===== src/rtl/vending_machine_multi.sv =====
// rtl/vending_machine_multi.sv - multi-product vending controller with credit, refund, timeout and hopper change
module vending_machine_multi #(
    parameter int                             NUM_PRODUCTS   = 4,
    parameter int                             SEL_W          = 2,
    parameter int                             CREDIT_W       = 8,
    parameter logic [NUM_PRODUCTS*CREDIT_W-1:0] PRICES       = {8'd30, 8'd25, 8'd20, 8'd15},
    parameter logic [23:0]                    TIMEOUT_CYCLES = 24'd10_000_000
) (
    input  logic                clock,
    input  logic                rst,
    input  logic                coin_valid,
    input  logic [1:0]          coin_type,
    input  logic [SEL_W-1:0]    sel,
    input  logic                vend_req,
    input  logic                cancel,
    input  logic                change_ready,
    output logic                dispense,
    output logic [SEL_W-1:0]    dispense_id,
    output logic                change_valid,
    output logic [1:0]          change_coin,
    output logic [CREDIT_W-1:0] credit,
    output logic                coin_reject,
    output logic                vend_err,
    output logic                busy
);

    typedef enum logic [1:0] {
        S_IDLE     = 2'd0,
        S_CREDIT   = 2'd1,
        S_DISPENSE = 2'd2,
        S_CHANGE   = 2'd3
    } state_e;

    localparam logic [1:0] COIN_NICKEL  = 2'b00;
    localparam logic [1:0] COIN_DIME    = 2'b01;
    localparam logic [1:0] COIN_QUARTER = 2'b10;

    function automatic logic [CREDIT_W-1:0] coin_value(input logic [1:0] t);
        case (t)
            2'b00:   return CREDIT_W'(1);
            2'b01:   return CREDIT_W'(2);
            2'b10:   return CREDIT_W'(5);
            default: return CREDIT_W'(20);
        endcase
    endfunction

    function automatic logic [1:0] greedy_coin(input logic [CREDIT_W-1:0] c);
        if (c >= CREDIT_W'(5)) begin
            return COIN_QUARTER;
        end else if (c >= CREDIT_W'(2)) begin
            return COIN_DIME;
        end else begin
            return COIN_NICKEL;
        end
    endfunction

    state_e              state_q, state_d;
    logic [CREDIT_W-1:0] credit_q, credit_d;
    logic [23:0]         tmo_q, tmo_d;
    logic                dispense_q, dispense_d;
    logic [SEL_W-1:0]    dispense_id_q, dispense_id_d;
    logic                change_valid_q, change_valid_d;
    logic [1:0]          change_coin_q, change_coin_d;
    logic                coin_reject_q, coin_reject_d;
    logic                vend_err_q, vend_err_d;
    logic                busy_q, busy_d;

    logic [CREDIT_W-1:0] price;
    logic                sel_ok;
    logic [CREDIT_W:0]   coin_sum;
    logic                coin_ovf;
    logic                idle_tick;

    always_comb begin
        price = '0;
        for (int i = 0; i < NUM_PRODUCTS; i++) begin
            if (sel == SEL_W'(i)) begin
                price = PRICES[i*CREDIT_W +: CREDIT_W];
            end
        end
    end

    assign sel_ok   = ($unsigned(NUM_PRODUCTS) > 32'(sel));
    assign coin_sum = {1'b0, credit_q} + {1'b0, coin_value(coin_type)};
    assign coin_ovf = coin_sum[CREDIT_W];

    // Only a coin that would actually be credited counts as activity for the timeout.
    assign idle_tick = (state_q == S_CREDIT) && !cancel && !vend_req && !(coin_valid && !coin_ovf);

    always_comb begin
        state_d       = state_q;
        credit_d      = credit_q;
        tmo_d         = tmo_q;
        dispense_d    = 1'b0;
        dispense_id_d = '0;
        coin_reject_d = 1'b0;
        vend_err_d    = 1'b0;

        case (state_q)
            S_IDLE, S_CREDIT: begin
                if (cancel && (state_q == S_CREDIT)) begin
                    state_d       = S_CHANGE;
                    coin_reject_d = coin_valid;
                end else if (vend_req) begin
                    coin_reject_d = coin_valid;
                    if (!sel_ok || (credit_q < price)) begin
                        vend_err_d = 1'b1;
                    end else begin
                        state_d       = S_DISPENSE;
                        dispense_d    = 1'b1;
                        dispense_id_d = sel;
                        credit_d      = credit_q - price;
                    end
                end else if (coin_valid) begin
                    if (coin_ovf) begin
                        coin_reject_d = 1'b1;
                    end else begin
                        credit_d = coin_sum[CREDIT_W-1:0];
                        state_d  = S_CREDIT;
                        tmo_d    = '0;
                    end
                end

                if (idle_tick && (TIMEOUT_CYCLES != 24'd0)) begin
                    if (tmo_q == TIMEOUT_CYCLES - 24'd1) begin
                        state_d = S_CHANGE;
                    end else begin
                        tmo_d = tmo_q + 24'd1;
                    end
                end
            end
            S_DISPENSE: begin
                coin_reject_d = coin_valid;
                state_d       = (credit_q != '0) ? S_CHANGE : S_IDLE;
            end
            S_CHANGE: begin
                coin_reject_d = coin_valid;
                if (change_valid_q && change_ready) begin
                    credit_d = credit_q - coin_value(change_coin_q);
                    if (credit_d == '0) begin
                        state_d = S_IDLE;
                    end
                end
            end
            default: state_d = S_IDLE;
        endcase

        if (state_d != S_CREDIT) begin
            tmo_d = '0;
        end

        // Outputs are registered, so they are derived from the next state and credit.
        change_valid_d = (state_d == S_CHANGE);
        change_coin_d  = change_valid_d ? greedy_coin(credit_d) : COIN_NICKEL;
        busy_d         = (state_d == S_DISPENSE) || (state_d == S_CHANGE);
    end

    always_ff @(posedge clock) begin
        if (rst) begin
            state_q        <= S_IDLE;
            credit_q       <= '0;
            tmo_q          <= '0;
            dispense_q     <= 1'b0;
            dispense_id_q  <= '0;
            change_valid_q <= 1'b0;
            change_coin_q  <= 2'b00;
            coin_reject_q  <= 1'b0;
            vend_err_q     <= 1'b0;
            busy_q         <= 1'b0;
        end else begin
            state_q        <= state_d;
            credit_q       <= credit_d;
            tmo_q          <= tmo_d;
            dispense_q     <= dispense_d;
            dispense_id_q  <= dispense_id_d;
            change_valid_q <= change_valid_d;
            change_coin_q  <= change_coin_d;
            coin_reject_q  <= coin_reject_d;
            vend_err_q     <= vend_err_d;
            busy_q         <= busy_d;
        end
    end

    assign dispense     = dispense_q;
    assign dispense_id  = dispense_id_q;
    assign change_valid = change_valid_q;
    assign change_coin  = change_coin_q;
    assign credit       = credit_q;
    assign coin_reject  = coin_reject_q;
    assign vend_err     = vend_err_q;
    assign busy         = busy_q;

endmodule

===== config.mk =====
export PLATFORM = sky130hd
export DESIGN_NAME = vending_machine_multi
export DESIGN_NICKNAME = d
export VERILOG_FILES = /design/src/rtl/vending_machine_multi.sv
export SDC_FILE = /design/constraint.sdc
export NUM_CORES = 1
export LEC_CHECK = 0
export ABC_AREA = 0
export BUFFER_PORTS_ARGS = -buffer_cell sky130_fd_sc_hd__buf_2
export CAP_MARGIN = 20
export CORE_ASPECT_RATIO = 0.9
export CORE_UTILIZATION = 50
export DETAILED_ROUTE_END_ITERATION = 16
export GPL_ROUTABILITY_DRIVEN = 0
export PLACE_DENSITY_LB_ADDON = 0.12
export SETUP_SLACK_MARGIN = 0.15
export SYNTH_ARGS = -nofsm -noshare
export SYNTH_HDL_FRONTEND = slang
export SYNTH_SLANG_ARGS = --single-unit

===== constraint.sdc =====
create_clock -name clock -period 9.1 [get_ports clock]
set_input_delay 0.91 -clock clock [delete_from_list [all_inputs] [get_ports clock]]
set_output_delay 0.91 -clock clock [all_outputs]
set_load 0.01 [all_outputs]

Word-level counts from Yosys, hierarchy flattened
Cells that the tools add are included.

storage, ports and cells
  bits in registers = 43
  input port bits = 10
  output and inout bits = 17
  word-level logic and storage cells = 100

cells by class
  $add $sub $neg = 4
  magnitude comparators = 3
  eq/ne operators = 14
  multiplexer cells = 41
  bitwise gates (word level) = 3
  reduce and logical (&&, ||, !) cells = 24

operators with widths
  operator                                                                             count
  24-bit 2-to-1 mux                                                                    6
  8-bit 2-to-1 mux                                                                     8
  5-bit case mux with 3 select lines                                                   2
  24-bit by 1-bit adder with 24-bit output, second input constant                      1
  24-bit == test, second input constant                                                1
  2-bit 2-to-1 mux                                                                     11
  2-bit == test, second input constant                                                 8
  8-bit case mux with 2 select lines                                                   1
  8-bit subtractor                                                                     2
  5-bit 2-to-1 mux                                                                     3
  8-bit by 8-bit adder with 9-bit output                                               1
  2-bit by 1-bit == test with 1-bit output, second input constant                      4
  8-bit by 2-bit greater-or-equal comparator with 1-bit output, second input constant  1
  8-bit by 3-bit greater-or-equal comparator with 1-bit output, second input constant  1
  2-bit logical NOT                                                                    4
  8-bit logical NOT                                                                    1
  8-bit less-than comparator                                                           1
  8-bit nonzero test                                                                   1
  2-bit OR reduction                                                                   4
  1-bit 2-to-1 mux                                                                     7
  1-bit logical AND                                                                    6
  2-bit case mux with 3 select lines                                                   1
  5-bit OR reduction                                                                   1
  1-bit logical NOT                                                                    4
  7 further kinds                                                                      9

Logic depth before layout (Yosys ltp)
  depth after elaboration = 15
  gate-level depth with buffers = 12
  gate-level depth less buffers = 11

Least setup slack after synthesis
Ideal clock, no wire load.

  path type = input to register
  start = in sel[0]
  end = reg tmo_q[22]
  setup time = 0.088 ns
  data arrival time = 3.478 ns
  required time = 9.012 ns
  setup slack = 5.534 ns
  stages on the path = 11
  buffers on the path = 2
  path through = inv_1 > ha_1 > fa_1 > a211oi_1 > o21ai_2 > nand2_1 > a21oi_1 > or3b_1 > buf_6 > buf_12 > a311oi_2

on the way
  word-level cells in the longest chain between the ends = 14
  elaborated cells on any way between the ends = 17
  classes of those cells = order compare (1); eq/ne (4); mux (10); reduce/logical (2)

RTL lines
  item                                                line  source
  start: declaration                                  13    input logic [SEL_W-1:0] sel,
  2-bit logical NOT                                   77    if (sel == SEL_W'(i)) begin
  4-bit 2-to-1 mux                                    77
  5-bit 2-to-1 mux (2 in a row)                       77
  5-bit 2-to-1 mux *                                  77
  8-bit less-than comparator *                        106   if (!sel_ok || (credit_q < price)) begin
  2-bit 2-to-1 mux *                                  106
  2-bit 2-to-1 mux *                                  104   end else if (vend_req) begin
  2-bit 2-to-1 mux *                                  101   if (cancel && (state_q == S_CREDIT)) begin
  2-bit 2-to-1 mux                                    125   if (tmo_q == TIMEOUT_CYCLES - 24'd1) begin
  2-bit 2-to-1 mux *                                  124   if (idle_tick && (TIMEOUT_CYCLES != 24'd0)) begin
  2-bit case mux with 3 select lines *                99    case (state_q)
  2-bit by 1-bit inequality test with 1-bit output *  148   if (state_d != S_CREDIT) begin
  2-bit OR reduction (no line) *                      n/a
  end signal: assignment                              173   tmo_q <= tmo_d;
  end: declaration                                    59    logic [23:0] tmo_q, tmo_d;

Every way passes the cells marked *; elsewhere a longest branch is shown, timed or not.
A chain may end at the register's enable or synchronous reset.

Worst setup path after layout
  start = in sel[0]
  end = reg tmo_q[15]

The elaborated chain is that of the path after synthesis.

==> results.md <==
Clock network:
- Counting the buffers created by CTS gives 5.
- The post-CTS setup-driven buffer insertion count is 0.
- The CTS root buffer is sky130_fd_sc_hd__clkbuf_8.
- No sink is reached through more buffers than the 2 on the longest clock path.
- The clock reaches the later pin of the worst-skew pair after 0.31 ns.
- The sink count of the clock tree is 43.
- CTS built an H-tree with a depth of 2.
- The clock tree from TritonCTS is built.
- The clock transition time at the flip-flop clock pins of the worst setup and hold paths is 0.09 ns.
- Buffers inserted to repair hold after CTS numbered 0.
- Once the clock tree was built, the resizer swapped 0 gates to a different size.

Placed design:
- Summed over all nets, the half-perimeter wirelength after detailed placement is 6149 um.
- The number of port buffers is 26.
- The number of instances in the placed design is approximately 500.

Synth:
- After synthesis, the mean cell area works out to 8.159 um2.
- The number of synthesized flops with an enable pin is 0.
- The synthesized-area fraction occupied by adder cells is 8.337%.
- The synthesized netlist devotes 27.04% of its cell area to simple gates.
- The post-synthesis instance area is about 3300 um2.
- The leading register cell type out of synthesis is sky130_fd_sc_hd__dfxtp_1.
- The gate count of the mapped netlist is 401.
- The xor and xnor fraction of the mapped netlist area is 2.677%.
- The share of the Yosys chip area taken by registers is 26.31%.
- The synthesized design contains 43 register bits.
- The total of warnings raised by yosys is 0.
- The net count after synthesis is 431.
- By area, the combinational part of the netlist is dominated by compound AO/OA/AOI/OAI gates.
- The share of synthesized flip-flops with an asynchronous set or reset is 0%.
- The synthesized netlist devotes roughly 28% of its cell area to compound gates.
- The count of cell types in the netlist is 72.
- The portion of synthesized area spent on multiplexers is between 2 and 2.5%.

Timing:
- The normalized max-slew margin is 29.36%.
- The actual slew at the worst max-slew pin is between 1 and 1.5 ns.
- The hold violation count in the final report came to 0.
- Setup repair after global routing left no endpoint under its margin.
- Static timing analysis puts the maximum clock frequency at 250.0 MHz.
- The smallest clock period supported by the final layout is computed as 4.000 ns.
- The final cycle utilization of the critical path is 43.95%.
- Setup total negative slack on the finished layout was measured at 0 ns.
- The setup skew after layout is 0.004364 ns.
- The final number of max-transition violations is 0.
- Setup violations remaining at the end of the flow were counted as 0.

Critical path:
- The worst setup path is captured at a register.
- The category of the most critical setup path is input pin to register.
- Along the worst path, the maximum fanout reaches 24.
- The worst endpoint required time is approximately 9.3 ns.
- The signal on the critical path passes through buf_2, inv_1, ha_1, fa_1, a211oi_1, o21ai_2, nand2_1, a21oi_1, or3b_1, a311oi_1.
- The maximum cell stage delay along the critical path is 0.81 ns.
- The startpoint class of the critical path is an input pin.
- The cell with the biggest individual delay on the critical path is sky130_fd_sc_hd__or3b_1.
- STA puts the critical path data arrival time at 4.21 ns.

Route:
- The count of nets left with antenna violations once routing finished came out at 0.
- In the routed layout, each cell is associated on average with a via count of 6.155.
- The via count is roughly 3100.
- For this block, the initial DRC count from the detailed router was 242.
- Before antenna repair, the detailed router went through 4 iterations.
- The number of design rule violations left after detail routing is 0.
- In the final routed layout, each cell accounts on average for 16.57 um.
- Summed over all layers, the routed wires come to 8337 um.

Global route:
- The number of global-route vias before repair is 2706.
- Entering global routing, the biggest net connects 30 pins.
- The first global-routing pass estimated 13680 um of wire.
- The global route total overflow is 0.
- The overall global routing resource usage is 25.62%.
- The number of antenna violations at the first check in global routing was 0.

Floorplanning:
- The starting density of the core is around 53%.
- The floorplan die area is slightly below 7000 um2.
- The core footprint is 6216 um2.
- The number of cell rows is 27.
- The number of ports placed on the die boundary is 27.
- The horizontal die dimension is slightly below 90 um.
- The die is 78.74 um tall.

Power and ir drop:
- The leakage power of the design is 1.355 nW.
- The power density normalized to cell area is 255.4 nW/um2.
- The maximum resistive drop on vdd is 0.0002064 V.

Final layout:
- The net count of the finished layout is 445.
- The antenna diode count is 0.
- The count of cells in the finished layout, fillers not included, comes to between 500 and 600.
- The post-route netlist has 15.87% of its cells at a drive strength greater than 1.
- The area added between synthesis and finish is 7.419%.

Outcome:
- The flow ran to the end, and the final reports show no timing, DRC or antenna violations.

Run:
- The number of maximum-capacitance violations is 0.

Min path:
- The path type of the worst min-delay path is register to register.
-- power breakdown --
part	switching, W	internal (W)
clock	0.0000733	0.0000818
combinational	0.000286	0.000186
sequential	0.0000549	0.000216
-- flip-flops by register name (all words and copies together), names as in the netlist --
name / flops
change_coin: 2
coin_reject: 1
dispense_id: 2
vend_err: 1
change_valid: 1
dispense: 1
tmo_q: 24
state_q: 2
credit: 8
busy: 1
-- kinds of logic after synthesis --
kind of cell    Yosys count
compound gates          119
xor+xnor                 10
fa+ha+maj                20
buf+inv                  37
flops                    43
mux                       7
simple gates            165
-- cell usage after synthesis (all sizes together) (10+ instances only) --
cell | n | area share (%)
dfxtp | 43 | 26
nor2 | 41 | 4.7
a21oi | 31 | 5.1
nand2 | 25 | 2.9
nand3 | 24 | 3.7
ha | 17 | 6.5
o21ai | 17 | 2.7
inv | 16 | 1.8
a211oi | 13 | 4.2
a31oi | 11 | 2.6
buf | 11 | 2.6
and3 | 10 | 1.9
clkbuf | 10 | 1.1
-- cell usage in the layout, fill, tap and decap left out, drive strengths merged, types with 13 or more instances in the layout --
cell type	instances
o21ai	17
ha	17
dfxtp	43
nand3	24
a211oi	13
a21oi	31
nor2	41
nand2	25
buf	28
inv	16
-- worst max-delay path, delay by kind of cell --
| family | cells | cell delay (ns) |
|---|---|---|
| simple gates | 2 | 0.98 |
| buf+inv | 2 | 0.17 |
| fa+ha+maj | 2 | 0.78 |
| compound gates | 4 | 1.37 |
-- path summary, 6_finish.rpt --
path         startpoint        end  slack, ns  cells after the start
max              sel[0]  tmo_q[15]       5.10                     10
min           tmo_q[23]  tmo_q[23]       0.48                      1
max reg2reg   credit[0]  tmo_q[15]       5.43                     10
min reg2reg   tmo_q[23]  tmo_q[23]       0.48                      1
-- per-layer routing --
metal / vias to the layer above / routed length, um / global-route usage, %
met2: 93 / 3490 / 36.56
li1: 1530 / - / -
met3: 5 / 546 / 5.613
met4: 0 / 59 / 5.574
met5: - / 0 / 0
met1: 1468 / 4241 / 38.90
-- cell type report --
cell class | count | area, um2
multi-input combinational | 321 | 2227
sequential | 43 | 860.8
clock buffer | 5 | 68.82
tap | 87 | 108.9
fill | 631 | 2701
inverter | 16 | 60.06
timing repair buffer | 28 | 145.1
clock inverter | 3 | 43.79
-- through the flow --
step | total power [W] | instance area (um2) | hold slack [ns] | utilization (%) | setup WS [ns]
after global routing | 0.0009632 | 3515 | 0.5209 | 56.54 | 4.902
final | 0.0008975 | 3515 | 0.4834 | 56.54 | 5.100
after global placement | 0.0007369 | 3402 | 0.4662 | 54.73 | 4.916
after floorplan | 0.0006298 | 3272 | 0.4364 | - | 5.534
after CTS | 0.0008936 | 3515 | 0.4860 | 56.54 | 5.122
after detailed placement | 0.0007380 | 3402 | 0.4704 | 54.73 | 4.795
No activity file was read; power rests on OpenSTA's default activity.
